===== src/rtl/hack_alu_pkg.sv =====
// Shared Hack ALU control codes and the multiplier FSM state type.
package hack_alu_pkg;

  localparam int unsigned ALU_W      = 16;
  localparam int unsigned ALU_CTRL_W = 6;

  // Control order is {zx, nx, zy, ny, f, no}.
  localparam logic [ALU_CTRL_W-1:0] ALU_ZERO        = 6'b101010;
  localparam logic [ALU_CTRL_W-1:0] ALU_ONE         = 6'b111111;
  localparam logic [ALU_CTRL_W-1:0] ALU_NEG_ONE     = 6'b111010;
  localparam logic [ALU_CTRL_W-1:0] ALU_X           = 6'b001100;
  localparam logic [ALU_CTRL_W-1:0] ALU_Y           = 6'b110000;
  localparam logic [ALU_CTRL_W-1:0] ALU_NOT_X       = 6'b001101;
  localparam logic [ALU_CTRL_W-1:0] ALU_NOT_Y       = 6'b110001;
  localparam logic [ALU_CTRL_W-1:0] ALU_NEG_X       = 6'b001111;
  localparam logic [ALU_CTRL_W-1:0] ALU_NEG_Y       = 6'b110011;
  localparam logic [ALU_CTRL_W-1:0] ALU_X_PLUS_1    = 6'b011111;
  localparam logic [ALU_CTRL_W-1:0] ALU_Y_PLUS_1    = 6'b110111;
  localparam logic [ALU_CTRL_W-1:0] ALU_X_MINUS_1   = 6'b001110;
  localparam logic [ALU_CTRL_W-1:0] ALU_Y_MINUS_1   = 6'b110010;
  localparam logic [ALU_CTRL_W-1:0] ALU_ADD         = 6'b000010;
  localparam logic [ALU_CTRL_W-1:0] ALU_X_MINUS_Y   = 6'b010011;
  localparam logic [ALU_CTRL_W-1:0] ALU_Y_MINUS_X   = 6'b000111;
  localparam logic [ALU_CTRL_W-1:0] ALU_AND         = 6'b000000;
  localparam logic [ALU_CTRL_W-1:0] ALU_OR          = 6'b010101;

  typedef enum logic [1:0] {
    IDLE = 2'd0,
    RUN  = 2'd1,
    DONE = 2'd2
  } mul_state_t;

endpackage


===== src/rtl/alu.sv =====
// Combinational 16-bit Hack ALU.
module alu #(
  parameter int unsigned WIDTH = 16
) (
  input  logic [WIDTH-1:0] x,
  input  logic [WIDTH-1:0] y,
  input  logic             zx,
  input  logic             nx,
  input  logic             zy,
  input  logic             ny,
  input  logic             f,
  input  logic             no,
  output logic [WIDTH-1:0] out,
  output logic             zr,
  output logic             ng
);

  logic [WIDTH-1:0] xs;
  logic [WIDTH-1:0] ys;
  logic [WIDTH-1:0] fxy;

  // Operand preconditioning, function select and output negation.
  always_comb begin
    xs  = zx ? '0 : x;
    xs  = nx ? ~xs : xs;
    ys  = zy ? '0 : y;
    ys  = ny ? ~ys : ys;
    fxy = f ? WIDTH'(xs + ys) : (xs & ys);
    out = no ? ~fxy : fxy;
    zr  = (out == '0);
    ng  = out[WIDTH-1];
  end

endmodule


===== src/rtl/alu_mul_seq.sv =====
// Shift-and-add multiplier sequencing the shared Hack ALU; low WIDTH bits of a*b.
import hack_alu_pkg::*;

module alu_mul_seq #(
  parameter int unsigned WIDTH = 16
) (
  input  logic             clk,
  input  logic             rst_n,
  input  logic             in_valid,
  output logic             in_ready,
  input  logic [WIDTH-1:0] a,
  input  logic [WIDTH-1:0] b,
  output logic             out_valid,
  input  logic             out_ready,
  output logic [WIDTH-1:0] result,
  output logic             zr,
  output logic             ng,
  output logic             busy
);

  mul_state_t state;
  mul_state_t next_state;

  logic [WIDTH-1:0]      acc;
  logic [WIDTH-1:0]      mcand;
  logic [WIDTH-1:0]      mplier;
  logic [ALU_CTRL_W-1:0] alu_ctrl;
  logic [WIDTH-1:0]      alu_out;
  logic                  alu_zr;
  logic                  alu_ng;
  logic                  unused_alu_flags;

  // Single shared adder: acc + mcand while running, constant zero otherwise.
  alu #(.WIDTH(WIDTH)) u_alu (
    .x  (acc),
    .y  (mcand),
    .zx (alu_ctrl[5]),
    .nx (alu_ctrl[4]),
    .zy (alu_ctrl[3]),
    .ny (alu_ctrl[2]),
    .f  (alu_ctrl[1]),
    .no (alu_ctrl[0]),
    .out(alu_out),
    .zr (alu_zr),
    .ng (alu_ng)
  );

  // Flags are taken from acc itself, not from the ALU output.
  assign unused_alu_flags = alu_zr ^ alu_ng;

  // State register.
  always_ff @(posedge clk or negedge rst_n) begin
    if (!rst_n) state <= IDLE;
    else        state <= next_state;
  end

  // Next-state logic: loop until the multiplier is exhausted.
  always_comb begin
    next_state = state;
    case (state)
      IDLE:    if (in_valid) next_state = RUN;
      RUN:     if (mplier == '0) next_state = DONE;
      DONE:    if (out_ready) next_state = IDLE;
      default: next_state = IDLE;
    endcase
  end

  // State-decoded handshake outputs and ALU control.
  always_comb begin
    in_ready  = 1'b0;
    out_valid = 1'b0;
    busy      = 1'b0;
    alu_ctrl  = ALU_ZERO;
    case (state)
      IDLE: in_ready = 1'b1;
      RUN: begin
        busy     = 1'b1;
        alu_ctrl = ALU_ADD;
      end
      DONE: begin
        busy      = 1'b1;
        out_valid = 1'b1;
      end
      default: in_ready = 1'b0;
    endcase
  end

  // Operand load on accept, then one shift-and-add step per RUN cycle.
  always_ff @(posedge clk or negedge rst_n) begin
    if (!rst_n) begin
      acc    <= '0;
      mcand  <= '0;
      mplier <= '0;
    end else begin
      case (state)
        IDLE: begin
          if (in_valid) begin
            acc    <= '0;
            mcand  <= a;
            mplier <= b;
          end
        end
        RUN: begin
          if (mplier != '0) begin
            if (mplier[0]) acc <= alu_out;
            mcand  <= {mcand[WIDTH-2:0], 1'b0};
            mplier <= {1'b0, mplier[WIDTH-1:1]};
          end
        end
        default: ;
      endcase
    end
  end

  assign result = acc;
  assign zr     = (acc == '0);
  assign ng     = acc[WIDTH-1];

endmodule

===== config.mk =====
export PLATFORM = sky130hd
export DESIGN_NAME = alu_mul_seq
export DESIGN_NICKNAME = d
export VERILOG_FILES = /design/src/rtl/hack_alu_pkg.sv /design/src/rtl/alu.sv /design/src/rtl/alu_mul_seq.sv
export SDC_FILE = /design/constraint.sdc
export NUM_CORES = 1
export LEC_CHECK = 0
export CAP_MARGIN = 20
export CORE_MARGIN = 3
export CORE_UTILIZATION = 47
export CTS_CLUSTER_SIZE = 40
export DETAILED_ROUTE_END_ITERATION = 12
export PLACE_DENSITY = 0.78
export SLEW_MARGIN = 25
export SYNTH_ARGS = -nofsm -noshare
export SYNTH_HDL_FRONTEND = slang
export SYNTH_SLANG_ARGS = --single-unit

===== constraint.sdc =====
create_clock -name clk -period 3.1 [get_ports clk]
set_clock_uncertainty 0.1 [all_clocks]
set_input_delay 0.62 -clock clk [delete_from_list [all_inputs] [get_ports clk]]
set_output_delay 0.62 -clock clk [all_outputs]
set_load 0.02 [all_outputs]

# Word level (Yosys, flattened, before mapping)
# Index checks and enable logic that the tools add are counted.
# W data, S select, Z words.
[totals]
output_inout_bits = 21
inputBits = 36
register_bits = 50
[op_classes]
n_reduce_logical = 9
n_eq_ne = 7
bitwise_logic = 4
n_mux = 24
add_sub_neg = 1
[op_table]
columns = ["op", "count"]
rows = [
  ["$mux W16", 13],
  ["$pmux W16 S2", 3],
  ["$not A16 Y16", 3],
  ["$logic_not A16 Y1", 2],
  ["$add A16 B16 Y16", 1],
  ["$and A16 B16 Y16", 1],
  ["$reduce_bool A16 Y1", 1],
  ["$ne A2 B2 Y1 const B", 5],
  ["$mux W2", 3],
  ["$mux W6", 1],
  ["$pmux W2 S3", 1],
  ["$reduce_and A3 Y1", 2],
  ["$reduce_and A4 Y1", 1],
  ["$mux W1", 3],
  ["$eq A2 B1 Y1 const B", 1],
  ["$eq A2 B2 Y1 const B", 1],
  ["$logic_not A2 Y1", 1],
  ["$reduce_bool A2 Y1", 1],
  ["$reduce_or A2 Y1", 1],
]

# Logic depth before layout (Yosys ltp)
# Gate-level depths: netlist of the first run.
[logic_depth]
ltp_word = 12
mapped_depth = 16
depth_no_buf = 14

# Modules after synthesis
# From an unflattened synthesis of the first run, not the netlist that was laid out.
[hier_totals]
cells_unflattened = 465
hier_area_um2 = 4196.5
[by_module_without_submodules]
columns = ["module", "seq_area_each_um2", "n_inst", "cells_each", "area_each_um2"]
rows = [
  ["alu_mul_seq", 1251.2, 1, 218, 2361.0],
  ["alu", 0.0, 1, 247, 1835.5],
]

# Worst setup path before layout of the first run
# No wires, ideal clock.
[synth_timing]
path_type = "register to register"
from = "register state[1]"
to = "register acc[15], in the netlist result[15]"
t_required_ps = 2913
period_less_slack_ps = 3281
stages_incl_launch_ff = 16
arrival_ps = 3095
setup_slack_ps = -181
n_path_buf = 3
cell_sequence = "dfrtp_1 > inv_1 > ha_1 > clkbuf_1 > clkbuf_1 > clkbuf_1 > nand2_1 > inv_1 > ha_1 > a211oi_2 > nor2_1 > o31ai_1 > a21oi_1 > o21a_1 > or4_1 > o211ai_1"
[synth_via]
elab_chain_len = 12
word_cells_on_any_way = 22
[synth_rtl]
columns = ["item", "line", "rtl"]
rows = [
  ["from (decl)", "alu_mul_seq.sv:21", "mul_state_t state;"],
  ["from (signal assigned)", "alu_mul_seq.sv:54", "else state <= next_state;"],
  ["$eq A2 B1 Y1", "alu_mul_seq.sv:74, alu_mul_seq.sv:95", ""],
  ["$mux W6", "alu_mul_seq.sv:74", "case (state)"],
  ["$mux W16 (on tied branches)", "alu.sv:24, alu.sv:26", ""],
  ["$not A16 Y16 (on tied branches)", "alu.sv:25, alu.sv:27", ""],
  ["$mux W16 (on tied branches)", "alu.sv:25, alu.sv:27", ""],
  ["$add A16 B16 Y16 or $and A16 B16 Y16 (tied branches)", "alu.sv:28", "fxy = f ? WIDTH'(xs + ys) : (xs & ys);"],
  ["$mux W16", "alu.sv:28", ""],
  ["$not A16 Y16", "alu.sv:29", "out = no ? ~fxy : fxy;"],
  ["$mux W16", "alu.sv:29", ""],
  ["$mux W16", "alu_mul_seq.sv:105", "if (mplier[0]) acc <= alu_out;"],
  ["$mux W16", "alu_mul_seq.sv:104", "if (mplier != '0) begin"],
  ["$pmux W16 S2", "alu_mul_seq.sv:95", "case (state)"],
  ["to (signal assigned)", "alu_mul_seq.sv:105", ""],
  ["to (decl)", "alu_mul_seq.sv:24", "logic [WIDTH-1:0] acc;"],
]
# Several ways; a longest one is shown, not always the timed one. The select of a mux whose other input is x is not followed.
# A chain may end at the register's enable or synchronous reset.

# Final worst setup path of the first run
[layout_timing]
from = "register state[1]"
to = "register acc[14], in the netlist result[14]"
# The elaborated chain is that of the path after synthesis.

==> results of run 1 <==
-- worst max-delay path by stage --
stage                   from         end  cells past startpoint  slack (ns)
global route        state[0]  result[12]                     13       -0.02
detailed placement  state[1]  result[15]                     13        0.03
floorplan           state[1]  result[15]                     15        0.02
global placement    state[0]  result[15]                     12        0.15
CTS                 state[1]  result[15]                     13        0.02
finish              state[1]  result[14]                     14        0.16
-- cell families after synthesis --
kind of cell    count (synthesis)
mux                            17
compound gates                 95
xor+xnor                       10
simple gates                  125
buf+inv                        28
flops                          50
fa+ha+maj                      20
-- routing by layer --
metal / track usage [%] / wire length (um) / vias to the layer above
li1: - / - / 1330
met1: 26.24 / 3380 / 1211
met2: 31.92 / 3334 / 59
met3: 3.707 / 313 / 8
met4: 6.091 / 66 / 0
met5: 0 / 0 / -
-- sequential cells by signal, summed over array words and instances, names as in the netlist --
name	flops
result	16
mcand	16
mplier	16
state	2
-- area by class of cell --
cell class | instances | area, um^2
timing repair buffer | 69 | 673.1
inverter | 11 | 41.29
sequential | 50 | 1251
clock inverter | 1 | 8.758
fill | 528 | 2207
multi-input combinational | 267 | 1734
clock buffer | 7 | 86.33
tap | 75 | 93.84
-- through the flow --
stage	TNS, ns	instance area (um^2)	util (%)	hold WS, ns
after floorplan	0	3053	-	0.2244
after global placement	0	3739	61.33	0.4023
after detailed placement	0	3739	61.33	0.4114
after CTS	0	3834	62.89	0.2598
after global routing	-0.03827	3889	63.79	0.2920
final	0	3889	63.79	0.2457
-- layout by cell type, fill, tap and decap left out, types with 2 or more instances in the layout --
master           instances
a211oi_1                 3
a211oi_2                 2
a21oi_1                 51
a21oi_2                  2
a31oi_1                  2
and2_1                  27
buf_4                   10
buf_6                    2
clkbuf_8                 6
clkdlybuf4s50_1         55
dfrtp_1                 50
ha_1                    17
ha_2                     2
inv_1                    9
mux2_1                   2
mux2i_1                 15
nand2_1                 25
nand2b_1                 5
nand3_1                  5
nand4_1                  4
nor2_1                  41
nor3_2                   2
nor4_1                   8
o211ai_1                 2
o21ai_0                  3
o21ai_1                 15
o21ai_2                  2
o21bai_1                 3
xnor2_1                  2
xor2_1                   8
-- where the power goes --
part	switching (uW)	leakage, uW	internal [uW]
Clock	228	0.0000489	185
Sequential	262	0.000604	985
Combinational	1360	0.000996	1070
Total	1850	0.00165	2240
-- repair_timing --
item | CTS | global route
gates resized for setup | 0 | 16
buffers inserted | 0 | 1
setup endpoints to repair | 0 | 4
==> metrics.csv, run 1 <==
stage,metric,value,unit
route,WL final,7094,um
synth,synthesized area,0.003048,mm^2
pwr,leakage power,0.001648,uW
sta,final setup margin,0.1645,ns
final_layout,antenna cells,0,
synth,Synth Area in Compound Gates,18.56,%
final_layout,layout cells sized above 1,9.136,%
place,post-DP HPWL,5312,um
sta,slew margin rel.,52.30,%
grt,largest net degree at the start of global routing,49,
sta,Hold Fails Final Rpt,0,
critical_path,worst reg2reg path depth,14,
cts,CTS Buffer Depth,2,
synth,most common library cells after synthesis,"a21oi_1 (53), dfrtp_1 (50), nor2_1 (43), and2_1 (27), nand2_1 (26)",
synth,leading area contributor after synthesis,dfrtp_1,
synth,YS warnings,0,
cts,clock insertion delay at the later pin of the skew report,0.31,ns
synth,top post-synthesis cells by area,"dfrtp_1 (41%), a21oi_1 (8.7%), ha_1 (7.8%)",
place,routability cong.,0.8623,
synth,number of distinct library cells after synthesis,42,
sta,min Tclk post-route,2.935,ns
grt,first-pass GRT wire length,11660,um
synth,ys flop type,dfrtp_1,
synth,Post-synth ARST share,100.0,%
critical_path,CP Data Required Time,3.25,ns
floorplanning,Starting Density,50.00,%
synth,Synth Area in Adders,8.456,%
cts,hold buffers post-CTS,0,
cts,TritonCTS Buffers,5,
place,Cell Count Post-Placement,471,
final_layout,Final #Nets,460,
critical_path,Worst R2R Start,state[1],
floorplanning,width of the chip,86.53,um
critical_path,cells along the critical path,inv_2 > ha_2 > buf_6 > and2_1 > ha_2 > inv_1 > fa_1 > nand2b_1 > a21oi_2 > a211oi_1 > o21ai_2 > nand4_1 > a211o_1 > nand3_1,
route,ANT nets after route,0,
floorplanning,Die Y,86.53,um
final_layout,Non-Filler Instances,480,
cts,clock-pin slew on the worst setup and hold paths,0.09,ns
cts,H-tree depth,2,
place,I/O Buffers,56,
critical_path,WP buf/inv,3,
cts,Clock Root Buffer,clkbuf_8,
critical_path,CP startpoint kind,register,
grt,number of global-route vias before repair,2463,
floorplanning,Core Area,0.006096,mm^2
route,per-cell routed wire length,14.78,um
pwr,Max VDD drop,0.9269,mV
synth,register area share after synthesis,41.05,%
critical_path,Reg2Reg Capture Point,result[14],
run_status,status,"complete, no violations",
route,# DRC,0,
final_layout,synth-to-layout area growth,27.59,%
sta,"Slew Viols, Final",0,
grt,gr ovfl total,0,
synth,Synth Net Count,401,
hold_path,hold crit path type,in2async,
critical_path,"Arr. time, crit path",3.09,ns
synth,synthesized area per cell,8.835,um^2
critical_path,"Slowest-stage cell, CP",dfrtp_1,
flow_run,max_cap viols,0,
critical_path,CP top delay family,adder cells,
pwr,overall power,4088,uW
synth,post-synthesis cell count,345,
floorplanning,I/O Pins,57,
grt,GR Util All Layers,19.52,%
synth,top cell type's share of synthesized area,41.05,%
floorplanning,row count,28,
critical_path,FF-to-FF setup slack,0.16,ns
synth,largest family of logic cells by synthesized area,simple AND/OR/NAND/NOR gates,
route,vias per std cell,5.433,
pwr,PwrDens,1051,mW/mm^2
floorplanning,die area,0.007487,mm^2
route,initial detailed-routing violation count,98,
critical_path,kind of critical path,reg2reg,
sta,final setup vio count,0,
critical_path,CP peak stage delay,0.42,ns
cts,# clock sinks,50,
sta,Least-Margin Pin Slew,0.7140,ns
critical_path,Worst path most repeated cell,ha_2,
synth,Simple-Gate Fraction of Synth Area,19.79,%
critical_path,endpoint type of the worst setup path,register,
sta,achievable frequency,340.7,MHz
critical_path,CP Max Fanout,15,
place,pre-CTS setup slack,0.03279,ns
sta,Final Cycle Share,94.69,%
synth,number of synthesized register bits,50,
cts,CTS tree,done,
synth,XOR/XNOR Fraction of Synth Area,2.874,%
synth,top-count cell post-synth,a21oi_1,
route,DR vias,2608,
synth,number of synthesized flops with an enable pin,0,
synth,multiplexer area fraction after synthesis,5.665,%
route,Pre-Repair DR Iteration Count,4,
grt,initial antenna violation count,0,
(Power assumes the default switching activity.)
==> run 2: changes to the inputs <==
CORE_MARGIN = 2   (was 3)
==> run 2 against run 1 <==
Effect of this change:
- sequential share of layout area stayed put
- clock-buffer cell count is 2 lower
- worst setup slack worse by 0.025 ns
- sequential power hardly changed
- combinational power hardly changed
- largest power group unchanged
- die area is 4.6% lower
==> metrics.csv, run 2 (same netlist as run 1, synthesis figures left out) <==
stage,metric,value,unit
grt,met3 usage,3.441,%
final_layout,"most common cell after layout, fill and taps aside",clkdlybuf4s50_1,
sta,Hold Fails Final Rpt,0,
critical_path,CP Data Required Time,3.25,ns
sta,Final Cycle Share,95.49,%
floorplanning,die area,0.007145,mm^2
cts,clock-pin slew on the worst setup and hold paths,0.10,ns
route,per-cell routed wire length,15.02,um
grt,largest net degree at the start of global routing,47,
pwr,NetSw,1889,uW
critical_path,CP startpoint kind,register,
grt,first-pass GRT wire length,12080,um
grt,initial antenna violation count,0,
sta,min Tclk post-route,2.960,ns
cts,CTS Buffer Depth,2,
critical_path,CP peak stage delay,0.47,ns
pwr,overall power,4125,uW
cts,hold buffers post-CTS,0,
floorplanning,Starting Density,48.28,%
hold_path,hold crit path type,in2async,
sta,slew margin rel.,51.98,%
sta,RSZ-0062 raised after global routing,false,
floorplanning,I/O Pins,57,
floorplanning,Die Y,84.53,um
sta,setup_tns,0,ns
grt,met2 Use GR,34.07,%
run_status,status,"complete, no violations",
cts,clock insertion delay at the later pin of the skew report,0.33,ns
pwr,PwrDens,1061,mW/mm^2
grt,most congested layer reported by global routing,met2,
pwr,Net Sw Frac,45.79,%
critical_path,kind of critical path,reg2reg,
cts,H-tree depth,2,
cts,TritonCTS Buffers,5,
final_layout,Final #Nets,460,
sta,"Slew Viols, Final",0,
cts,Clock Root Buffer,clkbuf_8,
critical_path,"Slowest-stage cell, CP",or4_1,
route,# DRC,0,
pwr,Reg power frac,30.5,%
critical_path,cells along the critical path,ha_4 > buf_12 > nand2_1 > inv_1 > ha_1 > a211oi_2 > nor2_1 > o31ai_2 > a21oi_1 > o21a_1 > or4_1 > o211ai_1,
final_layout,fin area,0.003889,mm^2
cts,CTS tree,done,
sta,final setup vio count,0,
pwr,logic gate share of total power,59.3,%
route,WL final,7241,um
grt,number of global-route vias before repair,2496,
route,initial detailed-routing violation count,181,
pwr,Clk pwr share,10.2,%
floorplanning,Core Area,0.006314,mm^2
place,I/O Buffers,56,
cts,# clock sinks,50,
place,post-DP HPWL,5358,um
place,placed instance area,0.003757,mm^2
route,DR vias,2637,
grt,M1 GR Usage,28.82,%
critical_path,CP Max Fanout,29,
place,routability cong.,0.9536,
pwr,Max VDD drop,0.9757,mV
sta,achievable frequency,337.8,MHz
flow_run,max_cap viols,0,
floorplanning,width of the chip,84.53,um
final_layout,most frequent cells in the layout,"clkdlybuf4s50_1 (55), a21oi_1 (52), dfrtp_1 (50)",
final_layout,antenna cells,0,
final_layout,layout cells sized above 1,8.148,%
grt,gr ovfl total,0,
pwr,leakage power,0.001651,uW
critical_path,endpoint type of the worst setup path,register,
route,ANT nets after route,0,
final_layout,synth-to-layout area growth,27.59,%
critical_path,"Arr. time, crit path",3.11,ns
route,vias per std cell,5.471,
grt,GR Util All Layers,20.89,%
route,Pre-Repair DR Iteration Count,4,
sta,Least-Margin Pin Slew,0.7198,ns
floorplanning,row count,29,
pwr,internal cell power,2236,uW
==> run 2: power groups by stage <==
stage                     Combinational, uW  Clock, uW  Sequential (uW)
after floorplan                        1500          0             1300
after global placement                 2360          0             1250
after detailed placement               2410          0             1270
after CTS                              2420        425             1250
after global routing                   2690        450             1300
final                                  2450        422             1260
==> run 2: final timing paths <==
path	from	end	slack (ns)	cells after the start
max	state[0]	result[15]	0.14	12
min	rst_n	result[11]	0.13	1
max reg2reg	state[0]	result[15]	0.14	12
min reg2reg	mcand[13]	mcand[13]	0.44	2
max in group asynchronous	rst_n	mplier[11]	1.99	2
min in group clk	mcand[13]	mcand[13]	0.44	2
==> run 2: layout make-up <==
cell class                 count  area (um^2)
clock buffer                   5        68.82
clock inverter                 3        26.28
fill                         535         2425
inverter                      11        41.29
multi-input combinational    267         1727
sequential                    50         1251
tap                           77        96.34
timing repair buffer          69        678.2
==> run 2: per-layer routing <==
metal  share of wire [%]  vias up
li1                    -     1335
met1                  47     1211
met2                  48       80
met3                 4.5       11
met4                 1.3        0
met5                   0        -
==> run 2: timing repair <==
action	CTS	global route
buffers inserted	0	1
pin swaps	1	1
setup endpoints to repair	1	6
gates resized for setup	0	7
cloned	0	0
==> run 2: metrics by stage <==
| stage | setup slack, ns | utilization (%) | hold slack, ns | cells |
|---|---|---|---|---|
| after global routing | 0.002132 | 61.59 | 0.1727 | 482 |
| after global placement | 0.1256 | 59.45 | 0.4018 | 473 |
| final | 0.1399 | 61.59 | 0.1333 | 482 |
| after CTS | 0.005529 | 61.02 | 0.1436 | 481 |
| after detailed placement | 0.01660 | 59.51 | 0.4117 | 473 |
| after floorplan | 0.02437 | - | 0.2244 | 345 |
==> run 2: critical path: cells and delay by family (launching register included) <==
family | cells | cell delay (ns)
simple gates | 3 | 0.70
compound gates | 5 | 0.91
fa+ha+maj | 2 | 0.51
buf+inv | 2 | 0.21
flops | 1 | 0.45
==> edit 1, RTL diff (config.mk and constraints of run 1) <==
Make the reset (`rst_n`) synchronous in 2 clocked blocks.
--- a/src/rtl/alu_mul_seq.sv
+++ b/src/rtl/alu_mul_seq.sv
@@ -49,7 +49,7 @@
   assign unused_alu_flags = alu_zr ^ alu_ng;
 
   // State register.
-  always_ff @(posedge clk or negedge rst_n) begin
+  always_ff @(posedge clk) begin
     if (!rst_n) state <= IDLE;
     else        state <= next_state;
   end
@@ -86,7 +86,7 @@
   end
 
   // Operand load on accept, then one shift-and-add step per RUN cycle.
-  always_ff @(posedge clk or negedge rst_n) begin
+  always_ff @(posedge clk) begin
     if (!rst_n) begin
       acc    <= '0;
       mcand  <= '0;
Behaviour: differs if rst_n is asserted again (counterexample within 4 cycles, from zero or initial values and one cycle with rst_n low); with rst_n held inactive, the same outputs for 4 cycles.
==> edit 1 against run 1 <==
- worst setup slack got worse by 0.0015 ns
- count of clock-buffer cells in the layout fell by 1
- maximum frequency barely moved
- synthesized area fell by 2.7%
- sequential cell count did not move
- total power fell by 31%
- via count rose by 4.9%
- utilization fell by 2.0 points
- sequential power fell by 18%
- wire length rose by 2.4%
- cell area fell by 4.2%
- largest power group unchanged
- highest routed layer unchanged
==> edit 1: results <==
set metrics [dict create \
    globalplace.congestion 0.928 \
    synth.top_cells.by_area "sky130_fd_sc_hd__dfxtp_1 34%, sky130_fd_sc_hd__ha_1 8.0%, sky130_fd_sc_hd__a211oi_1 7.6%" \
    synth-warning-count 0 \
    cts.root.buffer_cell "sky130_fd_sc_hd__clkbuf_8" \
    dpl_cell_area_sq_um 3620 \
    cts.repair_timing.setup_buffer_count 0 \
    synth.cells.most_frequent "50 x sky130_fd_sc_hd__dfxtp_1, 45 x sky130_fd_sc_hd__nor2_1, 30 x sky130_fd_sc_hd__a211oi_1, 30 x sky130_fd_sc_hd__and2_1, 28 x sky130_fd_sc_hd__a21oi_1" \
    vdd.ir_drop.worst_v 0.000576 \
    maximum_fanout_along_the_worst_path 11 \
    layout-drive-gt1-share_pct 6.85 \
    pin_count_of_the_biggest_net_entering_global_routing 20 \
    hold_path_class "reg -> reg" \
    synthesis.nets 412 \
    global_route_wire_length_before_repair_mm 12.3 \
    via_per_inst 5.65 \
    synth_seq_area_share_pct 33.8 \
    cp_data_arrival_time_ns 3.08 \
    clk_path_buf_depth 2 \
    final_core_util_pct 61.8 \
    power.leakage_nw 1.56 \
    drt_pass1_iterations 4 \
    detailedRoute.firstIterationViolations 136 \
    nets 464 \
    globalRouteTotalUtil_pct 20.4 \
    worst_path_largest_cell_delay_ns 0.46 \
    outcome "complete, no violations" \
    post_synthesis_async_set_or_reset_flop_share_pct 0 \
    slowest_stage "sky130_fd_sc_hd__or4_1" \
    cts_inserted_buffers 5 \
    crit_family "simple AND/OR/NAND/NOR gates" \
    p_sw_share_pct 42.7 \
    cts_max_level 2 \
    cts.reportedPaths.clkPinSlew_ns 0.10 \
    placement.io_buffers 56 \
    max_slew_margin_pct 58.2 \
    grt_pass1_vias 2618 \
    synth_cell_types 45 \
    fill_cells 547 \
    clk_latency_ns 0.31 \
    hold_depth 2 \
    finalWirelength_mm 7.26 \
    antenna_found_initial 0 \
    antenna_cells 0 \
    dp.final_hpwl_mm 5.50 \
]
edit 1: logic make-up (layout without fill, tap and decap cells):
group | count (synthesis) | count (layout) | share of synthesized area [%]
buffers and inverters | 32 | 85 | 4.18
adders and majority gates | 20 | 20 | 8.69
AOI/OAI and AO/OA | 111 | 111 | 25.1
DFF | 50 | 50 | 33.8
muxes | 16 | 16 | 5.40
xor gates and xnor gates | 11 | 11 | 3.25
and+or+nand+nor | 116 | 116 | 19.7
edit 1: timing repair:
item,CTS,global route
resized for setup,1,3
pin swaps,0,1
hold endpoints to repair,0,0
setup endpoints to repair,1,5
edit 1: metrics by stage:
step / worst slack (ns) / instances
5_1_grt: 0.0109 / 484
3_5_place_dp: -0.0256 / 476
6_report: 0.163 / 484
4_1_cts: 0.0508 / 484
3_3_place_gp: 0.157 / 476
2_1_floorplan: 0.00572 / 356
edit 1: worst register-to-register path: cells and delay by family (launching register included):
family / cells / cell delay (ns)
and+or+nand+nor: 4 / 0.93
DFF: 1 / 0.34
AOI/OAI and AO/OA: 3 / 0.69
buffers and inverters: 2 / 0.28
adders and majority gates: 2 / 0.54
edit 1: final cells by class:
cell class | count | share of cell area (%)
repair buffers | 66 | 17.1
flip-flops and latches | 50 | 26.9
inverters | 11 | 1.11
well taps | 75 | 2.52
clock inverters | 2 | 0.369
clock buffers | 6 | 1.95
multi-input cells | 274 | 50.1
edit 1: power groups by stage:
stage	sequential, mW	clock, mW	combinational, mW
final	1.02	0.382	1.41
after global routing	1.04	0.414	1.57
after CTS	1.01	0.390	1.40
after detailed placement	1.02	0	1.39
after global placement	1.02	0	1.36
after floorplan	0.989	0	1.03
edit 1: final timing paths:
kind | from | endpoint | slack (ns)
hold reg to reg | mcand[10] | mcand[10] | 0.40
hold / removal | mcand[10] | mcand[10] | 0.40
setup / recovery | state[1] | result[15] | 0.16
setup reg to reg | state[1] | result[15] | 0.16
edit 1: layer usage:
layer  track usage, %  wire length [um]  vias up
met1             27.2              3380     1274
met3             3.40               341        8
met5                0                 0        -
met4             4.17                78        0
li1                 -                 -     1397
met2             34.7              3460       56
==> edit 2, RTL diff (settings of run 1) <==
Made on the original files. `WIDTH` is set to 16 in 2 places; all go to 32.
--- a/src/rtl/alu.sv
+++ b/src/rtl/alu.sv
@@ -1,6 +1,6 @@
 // Combinational 16-bit Hack ALU.
 module alu #(
-  parameter int unsigned WIDTH = 16
+  parameter int unsigned WIDTH = 32
 ) (
   input  logic [WIDTH-1:0] x,
   input  logic [WIDTH-1:0] y,
--- a/src/rtl/alu_mul_seq.sv
+++ b/src/rtl/alu_mul_seq.sv
@@ -2,7 +2,7 @@
 import hack_alu_pkg::*;
 
 module alu_mul_seq #(
-  parameter int unsigned WIDTH = 16
+  parameter int unsigned WIDTH = 32
 ) (
   input  logic             clk,
   input  logic             rst_n,
Interface: changed (resized a, b and result); port bits go from 57 to 105. No check against the original RTL was run, so the function may have changed too.
==> edit 2 against run 1 <==
- the flow now finishes with violations (setup timing)
- wire length increased by 150%
- sequential cell count increased by 48
- utilization is 2.3 points higher
- hold slack lost 0.15 ns
- total power increased by 89%
- die area increased by 98%
- via count up 120%
- maximum frequency decreased by 11%
- worst setup slack lost 0.35 ns
- synthesized area increased by 110%
- first-iteration DRC count grew to 3.5 times the old value
- cell area is 120% higher
- critical endpoint is now result[30]
- highest routed layer unchanged
==> edit 2: results <==
set metrics [dict create \
    detailedRoute.firstIterationViolations 343 \
    cts_inserted_buffers 9 \
    multi_input_comb_cells 573 \
    fin_ws_ns -0.190 \
    layout.non_clock_buffers 149 \
    post-place-ws_ns -0.0851 \
    outcome "finished, violations left" \
    signal_buffer_area_fraction_pct 17.5 \
    worstReg2RegEnd "result[30]" \
    cts.root.buffer_cell "sky130_fd_sc_hd__clkbuf_16" \
    setup_tns_ns -0.519 \
    maximum_fanout_along_the_worst_path 7 \
    layout-drive-gt1-share_pct 16.9 \
    synth.cells.most_frequent "109 x sky130_fd_sc_hd__nand2_1, 106 x sky130_fd_sc_hd__o21ai_0, 98 x sky130_fd_sc_hd__dfrtp_1, 63 x sky130_fd_sc_hd__and2_1, 61 x sky130_fd_sc_hd__a21oi_1" \
    setup_viol 8 \
    number_of_signal_net_inverters_in_the_final_layout 17 \
    synth.top_cells.by_area "sky130_fd_sc_hd__dfrtp_1 39%, sky130_fd_sc_hd__o21ai_0 8.4%, sky130_fd_sc_hd__ha_1 6.9%" \
    finalWirelength_mm 17.7 \
    crit_family "simple AND/OR/NAND/NOR gates" \
    drt_pass1_iterations 6 \
    cts_max_level 3 \
    pin_count_of_the_biggest_net_entering_global_routing 58 \
    fill_cells 995 \
    synthesis.nets 834 \
    globalRouteMet2Util_pct 37.6 \
    total_die_area_sq_um 14800 \
    post_layout_instance_count_excluding_filler_cells 1025 \
    violations_in_the_final_reports "setup timing" \
    globalplace.congestion 0.899 \
    post_synth_xor_area_fraction_pct 3.47 \
    power.leakage_nw 3.63 \
    detailroute.via_count 5862 \
    wl_met2_mm 8.58 \
    post_synth_fa_ha_maj_area_fraction_pct 7.26 \
]
## edit 2: cell types whose count changed after synthesis, moves of 7 or more
cell	change
sky130_fd_sc_hd__o21ai_0	+101
sky130_fd_sc_hd__nand2_1	+83
sky130_fd_sc_hd__dfrtp_1	+48
sky130_fd_sc_hd__and2_1	+36
sky130_fd_sc_hd__nor2_1	-19
sky130_fd_sc_hd__mux2i_1	+18
sky130_fd_sc_hd__clkbuf_1	+17
sky130_fd_sc_hd__ha_1	+16
sky130_fd_sc_hd__a21o_1	+14
sky130_fd_sc_hd__o21ai_1	-10
sky130_fd_sc_hd__xnor2_1	+10
sky130_fd_sc_hd__nor4_1	+9
sky130_fd_sc_hd__a21oi_1	+8
sky130_fd_sc_hd__inv_1	+7
## edit 2: report_power, final
group | internal, mW | switching, mW | total [mW]
Combinational | 1.93 | 2.47 | 4.40
Sequential | 1.84 | 0.447 | 2.29
Clock | 0.549 | 0.509 | 1.06
